===== src/rtl/ram_uart_bridge.sv =====
// UART-to-SRAM command bridge: parses W/R frames from received bytes, performs
// one RAM access with a done-handshake and timeout, and returns a status or read data.
module ram_uart_bridge #(
  parameter int unsigned TIMEOUT = 255,
  parameter logic [7:0]  CMD_W   = 8'h57,
  parameter logic [7:0]  CMD_R   = 8'h52
) (
  input  logic        clk,
  input  logic        rst,
  input  logic [7:0]  rx_data,
  input  logic        rx_ready,
  output logic [7:0]  tx_data,
  output logic        tx_start,
  input  logic        tx_busy,
  output logic        ram_en,
  output logic        ram_re,
  output logic        ram_we,
  output logic [16:0] ram_addr,
  output logic [15:0] ram_wdata,
  input  logic        ram_done,
  input  logic [15:0] ram_rdata,
  output logic        rx_overrun
);

  localparam int unsigned CNT_W   = $clog2(TIMEOUT + 1);
  localparam logic [7:0]  RSP_OK  = 8'h4B;
  localparam logic [7:0]  RSP_TMO = 8'hEE;

  typedef enum logic [3:0] {
    IDLE, GET_A2, GET_A1, GET_A0, GET_D1, GET_D0,
    RAM_REQ, RAM_WAIT, RAM_REL, TX_B0, TX_B1, TX_WAIT
  } state_e;

  state_e             state_q;
  logic               op_wr_q;
  logic [CNT_W-1:0]   cnt_q;
  logic [7:0]         b0_q;
  logic [7:0]         b1_q;
  logic               two_q;
  logic [1:0]         hold_q;
  logic [7:0]         tx_data_q;
  logic               tx_start_q;
  logic               ram_en_q;
  logic               ram_re_q;
  logic               ram_we_q;
  logic [16:0]        ram_addr_q;
  logic [15:0]        ram_wdata_q;
  logic               rx_overrun_q;
  logic               rx_accept_c;

  // Bytes are only consumed while parsing a frame; anything else is an overrun.
  assign rx_accept_c = (state_q == IDLE)   || (state_q == GET_A2) ||
                       (state_q == GET_A1) || (state_q == GET_A0) ||
                       (state_q == GET_D1) || (state_q == GET_D0);

  always_ff @(posedge clk) begin
    if (rst) begin
      state_q      <= IDLE;
      op_wr_q      <= 1'b0;
      cnt_q        <= '0;
      b0_q         <= '0;
      b1_q         <= '0;
      two_q        <= 1'b0;
      hold_q       <= '0;
      tx_data_q    <= '0;
      tx_start_q   <= 1'b0;
      ram_en_q     <= 1'b1;
      ram_re_q     <= 1'b0;
      ram_we_q     <= 1'b0;
      ram_addr_q   <= '0;
      ram_wdata_q  <= '0;
      rx_overrun_q <= 1'b0;
    end else begin
      tx_start_q   <= 1'b0;
      rx_overrun_q <= rx_ready && !rx_accept_c;

      case (state_q)
        IDLE: begin
          if (rx_ready && (rx_data == CMD_W || rx_data == CMD_R)) begin
            op_wr_q <= (rx_data == CMD_W);
            state_q <= GET_A2;
          end
        end
        GET_A2: begin
          if (rx_ready) begin
            ram_addr_q[16] <= rx_data[0];
            state_q        <= GET_A1;
          end
        end
        GET_A1: begin
          if (rx_ready) begin
            ram_addr_q[15:8] <= rx_data;
            state_q          <= GET_A0;
          end
        end
        GET_A0: begin
          if (rx_ready) begin
            ram_addr_q[7:0] <= rx_data;
            if (op_wr_q) begin
              state_q <= GET_D1;
            end else begin
              ram_en_q <= 1'b0;
              ram_re_q <= 1'b1;
              ram_we_q <= 1'b0;
              cnt_q    <= '0;
              state_q  <= RAM_REQ;
            end
          end
        end
        GET_D1: begin
          if (rx_ready) begin
            ram_wdata_q[15:8] <= rx_data;
            state_q           <= GET_D0;
          end
        end
        GET_D0: begin
          if (rx_ready) begin
            ram_wdata_q[7:0] <= rx_data;
            ram_en_q         <= 1'b0;
            ram_re_q         <= 1'b0;
            ram_we_q         <= 1'b1;
            cnt_q            <= '0;
            state_q          <= RAM_REQ;
          end
        end
        RAM_REQ: begin
          cnt_q   <= cnt_q + CNT_W'(1);
          state_q <= RAM_WAIT;
        end
        // Completion wins over timeout when both land in the same cycle.
        RAM_WAIT: begin
          if (ram_done) begin
            ram_en_q <= 1'b1;
            ram_re_q <= 1'b0;
            ram_we_q <= 1'b0;
            b0_q     <= op_wr_q ? RSP_OK : ram_rdata[15:8];
            b1_q     <= ram_rdata[7:0];
            two_q    <= !op_wr_q;
            state_q  <= RAM_REL;
          end else if (cnt_q >= CNT_W'(TIMEOUT - 1)) begin
            ram_en_q <= 1'b1;
            ram_re_q <= 1'b0;
            ram_we_q <= 1'b0;
            b0_q     <= RSP_TMO;
            two_q    <= 1'b0;
            state_q  <= RAM_REL;
          end else begin
            cnt_q <= cnt_q + CNT_W'(1);
          end
        end
        RAM_REL: begin
          state_q <= TX_B0;
        end
        TX_B0: begin
          if (!tx_busy) begin
            tx_start_q <= 1'b1;
            tx_data_q  <= b0_q;
            hold_q     <= 2'd2;
            state_q    <= TX_WAIT;
          end
        end
        TX_B1: begin
          if (!tx_busy) begin
            tx_start_q <= 1'b1;
            tx_data_q  <= b1_q;
            two_q      <= 1'b0;
            hold_q     <= 2'd2;
            state_q    <= TX_WAIT;
          end
        end
        // The transmitter needs a cycle to raise busy, so skip it right after a pulse.
        TX_WAIT: begin
          if (hold_q != 2'd0) begin
            hold_q <= hold_q - 2'd1;
          end else if (!tx_busy) begin
            state_q <= two_q ? TX_B1 : IDLE;
          end
        end
        default: begin
          state_q <= IDLE;
        end
      endcase
    end
  end

  assign tx_data    = tx_data_q;
  assign tx_start   = tx_start_q;
  assign ram_en     = ram_en_q;
  assign ram_re     = ram_re_q;
  assign ram_we     = ram_we_q;
  assign ram_addr   = ram_addr_q;
  assign ram_wdata  = ram_wdata_q;
  assign rx_overrun = rx_overrun_q;

endmodule


===== config.mk =====
export PLATFORM = sky130hd
export DESIGN_NAME = ram_uart_bridge
export DESIGN_NICKNAME = d
export VERILOG_FILES = /design/src/rtl/ram_uart_bridge.sv
export SDC_FILE = /design/constraint.sdc
export NUM_CORES = 1
export LEC_CHECK = 0
export CAP_MARGIN = 0
export CORE_MARGIN = 2
export CORE_UTILIZATION = 54
export CTS_CLUSTER_SIZE = 16
export DETAILED_ROUTE_END_ITERATION = 16
export PLACE_DENSITY = 0.85
export RECOVER_POWER = 25
export REMOVE_ABC_BUFFERS = 1
export SLEW_MARGIN = 20
export SYNTH_ARGS = -nofsm -noshare
export SYNTH_HDL_FRONTEND = slang
export SYNTH_SLANG_ARGS = --single-unit

===== constraint.sdc =====
create_clock -name clk -period 5.75 [get_ports clk]
set_clock_uncertainty 0.15 [all_clocks]
set_input_delay 1.15 -clock clk [delete_from_list [all_inputs] [get_ports clk]]
set_output_delay 1.15 -clock clk [all_outputs]
set_load 0.01 [all_outputs]

# --- Yosys cells after proc, flatten, opt, wreduce, memory -nomap -nowiden ---
# Cells that the tools add are included.
totals:
  regBits: 78
  inputBits: 29
  out_inout_bits: 46
  elab_cells: 131
classes:
  addsub: 2
  magnitude_cmp: 1
  n_eq_ne: 29
  n_mux: 46
  bitwise_logic: 1
  reduce_logical: 34
ops:
  columns: ["cell", "count"]
  rows:
  - ["$mux 8", 10]
  - ["$mux 4", 12]
  - ["$pmux 4 s11", 1]
  - ["$pmux 8 s4", 1]
  - ["$ne 2x2->1 const B", 14]
  - ["$eq 4x3->1 const B", 4]
  - ["$eq 4x4->1 const B", 4]
  - ["$eq 8x7->1 const B", 2]
  - ["$pmux 8 s2", 1]
  - ["$reduce_and 2->1", 8]
  - ["$mux 1", 13]
  - ["$reduce_and 10->1", 1]
  - ["$reduce_bool 2->1", 5]
  - ["$pmux 1 s3", 3]
  - ["$reduce_and 3->1", 3]
  - ["$add 8x1->8 const B", 1]
  - ["$eq 4x2->1 const B", 2]
  - ["$ge 8x8->1 const B", 1]
  - ["$logic_or 1x1->1", 6]
  - ["$mux 2", 3]
  - ["$reduce_and 6->1", 1]
  - ["$reduce_and 5->1", 1]
  - ["$eq 4x1->1 const B", 1]
  - ["$logic_not 4->1", 1]
  - ["11 further kinds", 14]

# --- Longest topological paths before layout ---
logic_depth:
  word_depth: 8
  depth_mapped: 8
  depth_no_buf: 7

# --- Worst setup path before layout ---
# OpenSTA, ideal clock, no wires.
synth_timing:
  kind: "input-to-reg"
  startpoint: "input rx_data[0]"
  endpoint: "register state_q[2]"
  setup_ns: 0.116
  arrival_time_ns: 2.592
  required_time_ns: 5.484
  setup_slack_ns: 2.891
  path_stages: 6
  n_path_buf: 1
  path_cell_list: "buf_6 > xor2_1 > or4_4 > a221oi_4 > nand2_2 > a31o_2"
synth_between:
  elab_chain_cells: 5
  word_cells_on_any_way: 6
  classes_between: "eq/ne: 3; reduce/logical: 3"
synth_rtl:
  columns: ["element", "line_no", "source"]
  rows:
  - ["start: declaration", "10", "input logic [7:0] rx_data,"]
  - ["$eq 8x7->1", "79", "if (rx_ready && (rx_data == CMD_W || rx_data == CMD_R)) begin"]
  - ["$logic_or 1x1->1 (*)", "79", null]
  - ["$logic_and 1x1->1 (*)", "79", null]
  - ["$ne 2x1->1 (no source line) (*)", null, null]
  - ["$reduce_and 10->1 (no source line) (*)", null, null]
  - ["end signal: assignment", "176", "state_q <= two_q ? TX_B1 : IDLE;"]
  - ["end: declaration", "34", "state_e state_q;"]
# Mark *: on every way between the ends. The rest lies on a longest branch, timed or not.
# A chain may end at the register's enable or synchronous reset.

==> results.json <==
{
  "status": "finished with violations",
  "violations": "max-capacitance violations, max-slew violations",
  "synth.most_common_cell": "dfxtp_1",
  "rsz0062_at_grt": "false",
  "core-area_sq_um": 5991,
  "cts_inserted_buffers": 9,
  "synth_seq_cells": 78,
  "net-switching-power_w": 0.0003844,
  "cp.arrival_ps": 3380,
  "synth_cells": 375,
  "cts-root-buf": "clkbuf_8",
  "area_growth_pct": 27.38,
  "grt_max_degree": 41,
  "path_cells": "clkbuf_1 -> buf_4 -> a21oi_1 -> a41o_2",
  "crit_path_start_kind": "primary input",
  "worst_slew_pin_slew_ps": 1845,
  "synth_top_cell_by_area": "dfxtp_1",
  "synth_area_sq_um": 3377,
  "route.detailed.drc": 0,
  "synthArstFlopShare_pct": 0,
  "period_share_pct": 57.29,
  "cp_top_family": "buffers and inverters",
  "cap_violations": 1,
  "start_util_pct": 56.37,
  "grt_pass1_vias": 2993,
  "nNetsFinal": 471,
  "clockBufferDepth": 2,
  "gp_congestion": 0.8534,
  "cpMaxStageDelayCell": "clkbuf_1",
  "setup_viol": 0,
  "vias": 2987,
  "cp.required_ps": 5830,
  "r2r-start": "state_q[1]",
  "cts_resized": 0,
  "fmax_mhz": 303.6,
  "cts.clk_slew.worst_paths_ps": 80,
  "seq_area_frac_synth_pct": 46.24,
  "vias_per_cell": 5.755,
  "port_buffers": 74,
  "placedInstanceArea_sq_um": 4088,
  "postRouteAntennaNets": 0,
  "hold_viol_final": 0,
  "drtIter0Drc": 257,
  "grt-ovfl-total": 0,
  "ios": 75,
  "finalWirelength_mm": 8.368,
  "p_comb_share_pct": 19.5,
  "antenna_found_initial": 0,
  "hold_buffers": 0,
  "firstDrtPassIters": 5,
  "peakVddDrop_uv": 221.3,
  "grt_pass1_wl_mm": 14.15,
  "clock_latency_ps": 340,
  "synth-edff-count": 0,
  "endpoint_kind": "flop",
  "wire_per_inst_um": 16.12,
  "cts_setup_buffers": 0,
  "critPathKind": "primary input to flop",
  "fin_setup_tns_ps": 0,
  "clkPwrFrac_pct": 34.2,
  "grt_usage_pct": 24.78,
  "synth_top_area_share_pct": 46.24,
  "dieWidth_um": 83.08,
  "synthTopCellsByCount": "dfxtp_1 (78), nor2_1 (56), mux2i_1 (35), nand2_1 (35), a21oi_1 (31)",
  "drive_gt1_share_pct": 6.982,
  "crit_path_start": "rst",
  "n_antenna_cell": 0,
  "min_period_ps": 3294,
  "switching_share_pct": 29.06,
  "die_area_sq_um": 6902,
  "hp-start": "b1_q[0]",
  "cpPeakStageDelay_ps": 1290,
  "htreeDepth": 3,
  "die_y_um": 83.08,
  "syn_avg_cell_area_sq_um": 9.005,
  "slew_headroom_pct": -22.99,
  "cts_num_sinks": 78,
  "cp_num_buf_inv": 2,
  "synth_cell_type_count": 49,
  "power.density_nw_per_um2": 307.5,
  "seqPwrFrac_pct": 46.3,
  "power.leakage_nw": 1.548,
  "synthTopCellsByArea": "dfxtp_1 (46%), mux2i_1 (10%), nor2_1 (6.2%)",
  "fin_area_sq_um": 4302,
  "cts_tree": "built",
  "hold_path_class": "flop to flop",
  "crit_fanout": 40,
  "yosysWarnings": 0,
  "synth_ff_type": "dfxtp_1",
  "drv_slew": 41,
  "p_int_w": 0.0009382,
  "place_hpwl_mm": 5.618,
  "rows": 28
}
-- path summary, 6_finish.rpt --
check | end | depth (start not counted) | slack [ps]
max | state_q[0] | 4 | 2460
min | b1_q[0] | 2 | 310
max reg2reg | two_q | 5 | 3170
min reg2reg | b1_q[0] | 2 | 310
-- cell families after synthesis --
kind of cell	synth area share (%)
xor+xnor	0.5188
simple gates	19.60
buf+inv	4.964
mux	11.04
flops	46.24
compound gates	16.53
fa+ha+maj	1.112
-- routing by layer --
| layer | vias up | global-route usage (%) | share of wire (%) |
|---|---|---|---|
| met5 | - | 0 | 0 |
| met4 | 0 | 8.793 | 1.5 |
| met3 | 12 | 6.262 | 6.4 |
| met2 | 110 | 41.20 | 48 |
| met1 | 1415 | 31.25 | 44 |
| li1 | 1450 | - | - |
-- layout make-up --
cell class / count / area (sq um)
fillers: 448 / 1689
multi-input cells: 265 / 1648
flip-flops and latches: 78 / 1562
repair buffers: 76 / 749.5
clock buffers: 12 / 145.1
well taps: 75 / 93.84
clock inverters: 4 / 70.07
inverters: 9 / 33.78
-- power groups by stage --
stage	clock network, W	logic (W)	registers, W
2_1_floorplan	0	0.000156	0.000620
3_3_place_gp	0	0.000248	0.000623
3_5_place_dp	0	0.000258	0.000623
4_1_cts	0.000457	0.000259	0.000611
5_1_grt	0.000478	0.000279	0.000618
6_report	0.000452	0.000258	0.000613
-- placed cells by master (no fill, tap or decap), drive strengths merged, types with 5 or more instances in the layout --
| cell | synthesis | routed |
|---|---|---|
| a211oi | 12 | 12 |
| a21boi | 5 | 5 |
| a21oi | 32 | 32 |
| clkbuf | 22 | 13 |
| clkdlybuf4s50 | 0 | 53 |
| dfxtp | 78 | 78 |
| dlygate4sd3 | 0 | 20 |
| inv | 9 | 9 |
| mux2i | 35 | 35 |
| nand2 | 36 | 36 |
| nand3 | 11 | 11 |
| nor2 | 57 | 57 |
| nor3 | 11 | 11 |
| o21ai | 14 | 14 |
| or4 | 6 | 6 |
-- registers in the layout, indices dropped and copies added (netlist names) --
| name | count |
|---|---|
| ram_addr | 17 |
| ram_wdata | 16 |
| b0_q | 8 |
| b1_q | 8 |
| cnt_q | 8 |
| tx_data | 8 |
| state_q | 4 |
| hold_q | 2 |
| op_wr_q | 1 |
| ram_en | 1 |
| ram_re | 1 |
| ram_we | 1 |
| rx_overrun | 1 |
| two_q | 1 |
| tx_start | 1 |
-- metrics by stage --
| stage | setup slack, ps | hold slack [ps] | utilization [%] | std cells | total power [W] |
|---|---|---|---|---|---|
| finish | 2456 | 313.7 | 71.80 | 519 | 0.001323 |
| global route | 2341 | 338.5 | 71.80 | 519 | 0.001375 |
| CTS | 2633 | 315.9 | 71.83 | 519 | 0.001328 |
| detailed placement | 2280 | 303.1 | 68.23 | 503 | 0.0008811 |
| global placement | 2334 | 294.3 | 68.23 | 503 | 0.0008713 |
| floorplan | 3007 | 280.0 | - | 352 | 0.0007766 |
-- worst register-to-register path: stages (launching register included) --
cell	delay, ps
dfxtp_1	620
nor2b_1	270
nand3_1	150
nor2_1	800
mux2_2	420
nor2_1	80
No activity file was read; power rests on OpenSTA's default activity.
==> edit: new RTL, same flow settings <==
Change the parameter `TIMEOUT` from 255 to 510.
--- a/src/rtl/ram_uart_bridge.sv
+++ b/src/rtl/ram_uart_bridge.sv
@@ -3,3 +3,3 @@
 module ram_uart_bridge #(
-  parameter int unsigned TIMEOUT = 255,
+  parameter int unsigned TIMEOUT = 510,
   parameter logic [7:0]  CMD_W   = 8'h57,
Behaviour: no difference found for any inputs over 10 cycles, from zero or initial values and one cycle with rst high; that may be too few to reach the edited logic, so the function may still have changed.
==> edit against the original RTL <==
  * First-iteration DRC count shrank 27%
  * Area after synthesis grew 1.4%
  * The flow still finishes with violations (capacitance limit, slew limit)
  * Wire length shrank 3.8%
  * Final area grew 1.9%
  * Sequential cell count grew 1
  * Global-route usage shrank 1.4 points
  * Core utilization shrank 1.6 points
  * Worst setup slack lost 0.55 ns
  * Sequential share of layout area shrank 0.23 points
Power is not compared: it rests on default switching activity, and its combinational part moved more than twofold at a synthesized area within 25%.
==> edit: results (changes against the original RTL) <==
| Metric | Value |
|---|---|
| Status | finished, violations left (unchanged) |
| Pin count of the biggest net entering global routing | 74 (was 41) |
| Source of the worst register-to-register timing path | state_q[2] (was state_q[1]) |
| Maxcap violations | 1 (unchanged) |
| Total via count in the routed design | 2962 (was 2987) |
| Number of non-clock inverters in the layout | 12 (was 9) |
| Cell variety after synth | 51 (was 49) |
| Tightest Hold Check Type | flip-flop to flip-flop (unchanged) |
| Syn_area_per_cell | 8.94 um^2 (was 9.01 um^2) |
| Area used by sequential logic in the layout | 1580 um^2 (was 1560 um^2) |
| Global-route wire length before repair | 13400 um (was 14100 um) |
| Share of cells above drive strength 1 | 0.0619 (was 0.0698) |
| Layout fillers | 488 (was 448) |
| Peak supply drop | 0.000197 V |
| Number of placed instances, taps included | 513 (was 503) |
| Overall Global Routing Usage | 0.234 (was 0.248) |
| Vias in the first global route | 2915 (was 2993) |
| Per-cell routed wire length | 15.2 um (was 16.1 um) |
| Sequential-to-total area share from yosys stat | 0.462 (about the same) |
| Clock-pin slew on the worst setup and hold paths | around 0.070 ns |
| Synth top cells by count | 79 x sky130_fd_sc_hd__dfxtp_1, 55 x sky130_fd_sc_hd__nor2_1, 42 x sky130_fd_sc_hd__mux2i_1 (was 78 x sky130_fd_sc_hd__dfxtp_1, 56 x sky130_fd_sc_hd__nor2_1, 35 x sky130_fd_sc_hd__mux2i_1, 35 x sky130_fd_sc_hd__nand2_1, 31 x sky130_fd_sc_hd__a21oi_1) |
| Relative slew margins | -1.05 (was -0.230) |
| Arrival time at the worst endpoint | 3.93 ns (was 3.38 ns) |
| Count of final max-slew check failures | 74 (was 41) |
| Largest stage delay on the critical path | 2.16 ns (was 1.29 ns) |
| Setup WS pre-CTS | 2.43 ns (was 2.28 ns) |
| Top cell type's share of synthesized area | 0.462 (about the same) |
| Share of cell area taken by multi-input logic gates | 0.388 (was 0.383) |
| Detailed Place HPWL | 5540 um (was 5620 um) |
| Highest fanout seen on the critical path | 73 (was 40) |
| Count of routing violations after the opening detailed-route iteration | 187 (was 257) |
| First drt pass iteration count | 4 (was 5) |
| Signal buffers share of area | 0.170 (was 0.174) |
| Number of nets in the final layout | 479 (was 471) |
| Layout Cells excl Fill | 529 (was 519) |
| Violations in the final reports | capacitance limit, slew limit (unchanged) |
| Cell Area, Placed | 4180 um^2 (was 4090 um^2) |
| Area fraction of clock buffers and clock inverters | 0.0485 (was 0.0500) |
| Top post-synthesis cells by area | sky130_fd_sc_hd__dfxtp_1 46%, sky130_fd_sc_hd__mux2i_1 12%, sky130_fd_sc_hd__nor2_1 6.0% (was sky130_fd_sc_hd__dfxtp_1 46%, sky130_fd_sc_hd__mux2i_1 10%, sky130_fd_sc_hd__nor2_1 6.2%) |
| CP max-delay cell | sky130_fd_sc_hd__clkbuf_1 (unchanged) |
[edit: cell types whose count changed in the layout (fill, tap and decap cells not counted), moves of 4 or more]
cell	before	now
sky130_fd_sc_hd__a21boi_0	5	0
sky130_fd_sc_hd__nor3_1	8	16
sky130_fd_sc_hd__nand3_1	11	4
sky130_fd_sc_hd__o31ai_1	4	9
sky130_fd_sc_hd__nor4_1	2	6
sky130_fd_sc_hd__or4_1	5	9
sky130_fd_sc_hd__o21ai_0	14	6
sky130_fd_sc_hd__mux2i_1	35	42
[edit: final timing paths]
| kind | slack, ns | to |
|---|---|---|
| worst max-delay path | 1.91 | cnt_q[0] |
| worst min-delay path | 0.31 | b1_q[0] |
| worst max register to register | 3.09 | cnt_q[1] |
| worst min register to register | 0.31 | b1_q[0] |
[edit: cells by family after synthesis]
group / Yosys count / share of synthesized area
AND/OR/NAND/NOR: 151 / 0.220
flip-flops: 79 / 0.462
AO/OA/AOI/OAI: 69 / 0.130
multiplexers: 42 / 0.123
buffers and inverters: 35 / 0.0442
XOR/XNOR: 4 / 0.0102
adder cells (fa/ha/maj): 3 / 0.0110
[edit: power groups by stage]
stage | Combinational [uW] | Clock [uW] | Sequential (uW)
after floorplan | 36.5 | 0 | 574
after global placement | 80.8 | 0 | 576
after detailed placement | 82.4 | 0 | 576
after CTS | 83.2 | 449 | 563
after global routing | 89.7 | 476 | 565
final | 83.1 | 439 | 564
[edit: layer usage]
metal | share of wire | global-route usage
met1 | 0.44 | 0.290
met2 | 0.46 | 0.378
met3 | 0.084 | 0.0920
met5 | 0 | 0
met4 | 0.018 | 0.0660
[edit: metrics by stage]
stage	utilization	total power, uW	hold WS, ns
detailed placement	0.669	658	0.302
CTS	0.703	1100	0.314
global placement	0.669	656	0.292
finish	0.702	1090	0.307
floorplan	-	611	0.280
global route	0.702	1130	0.332
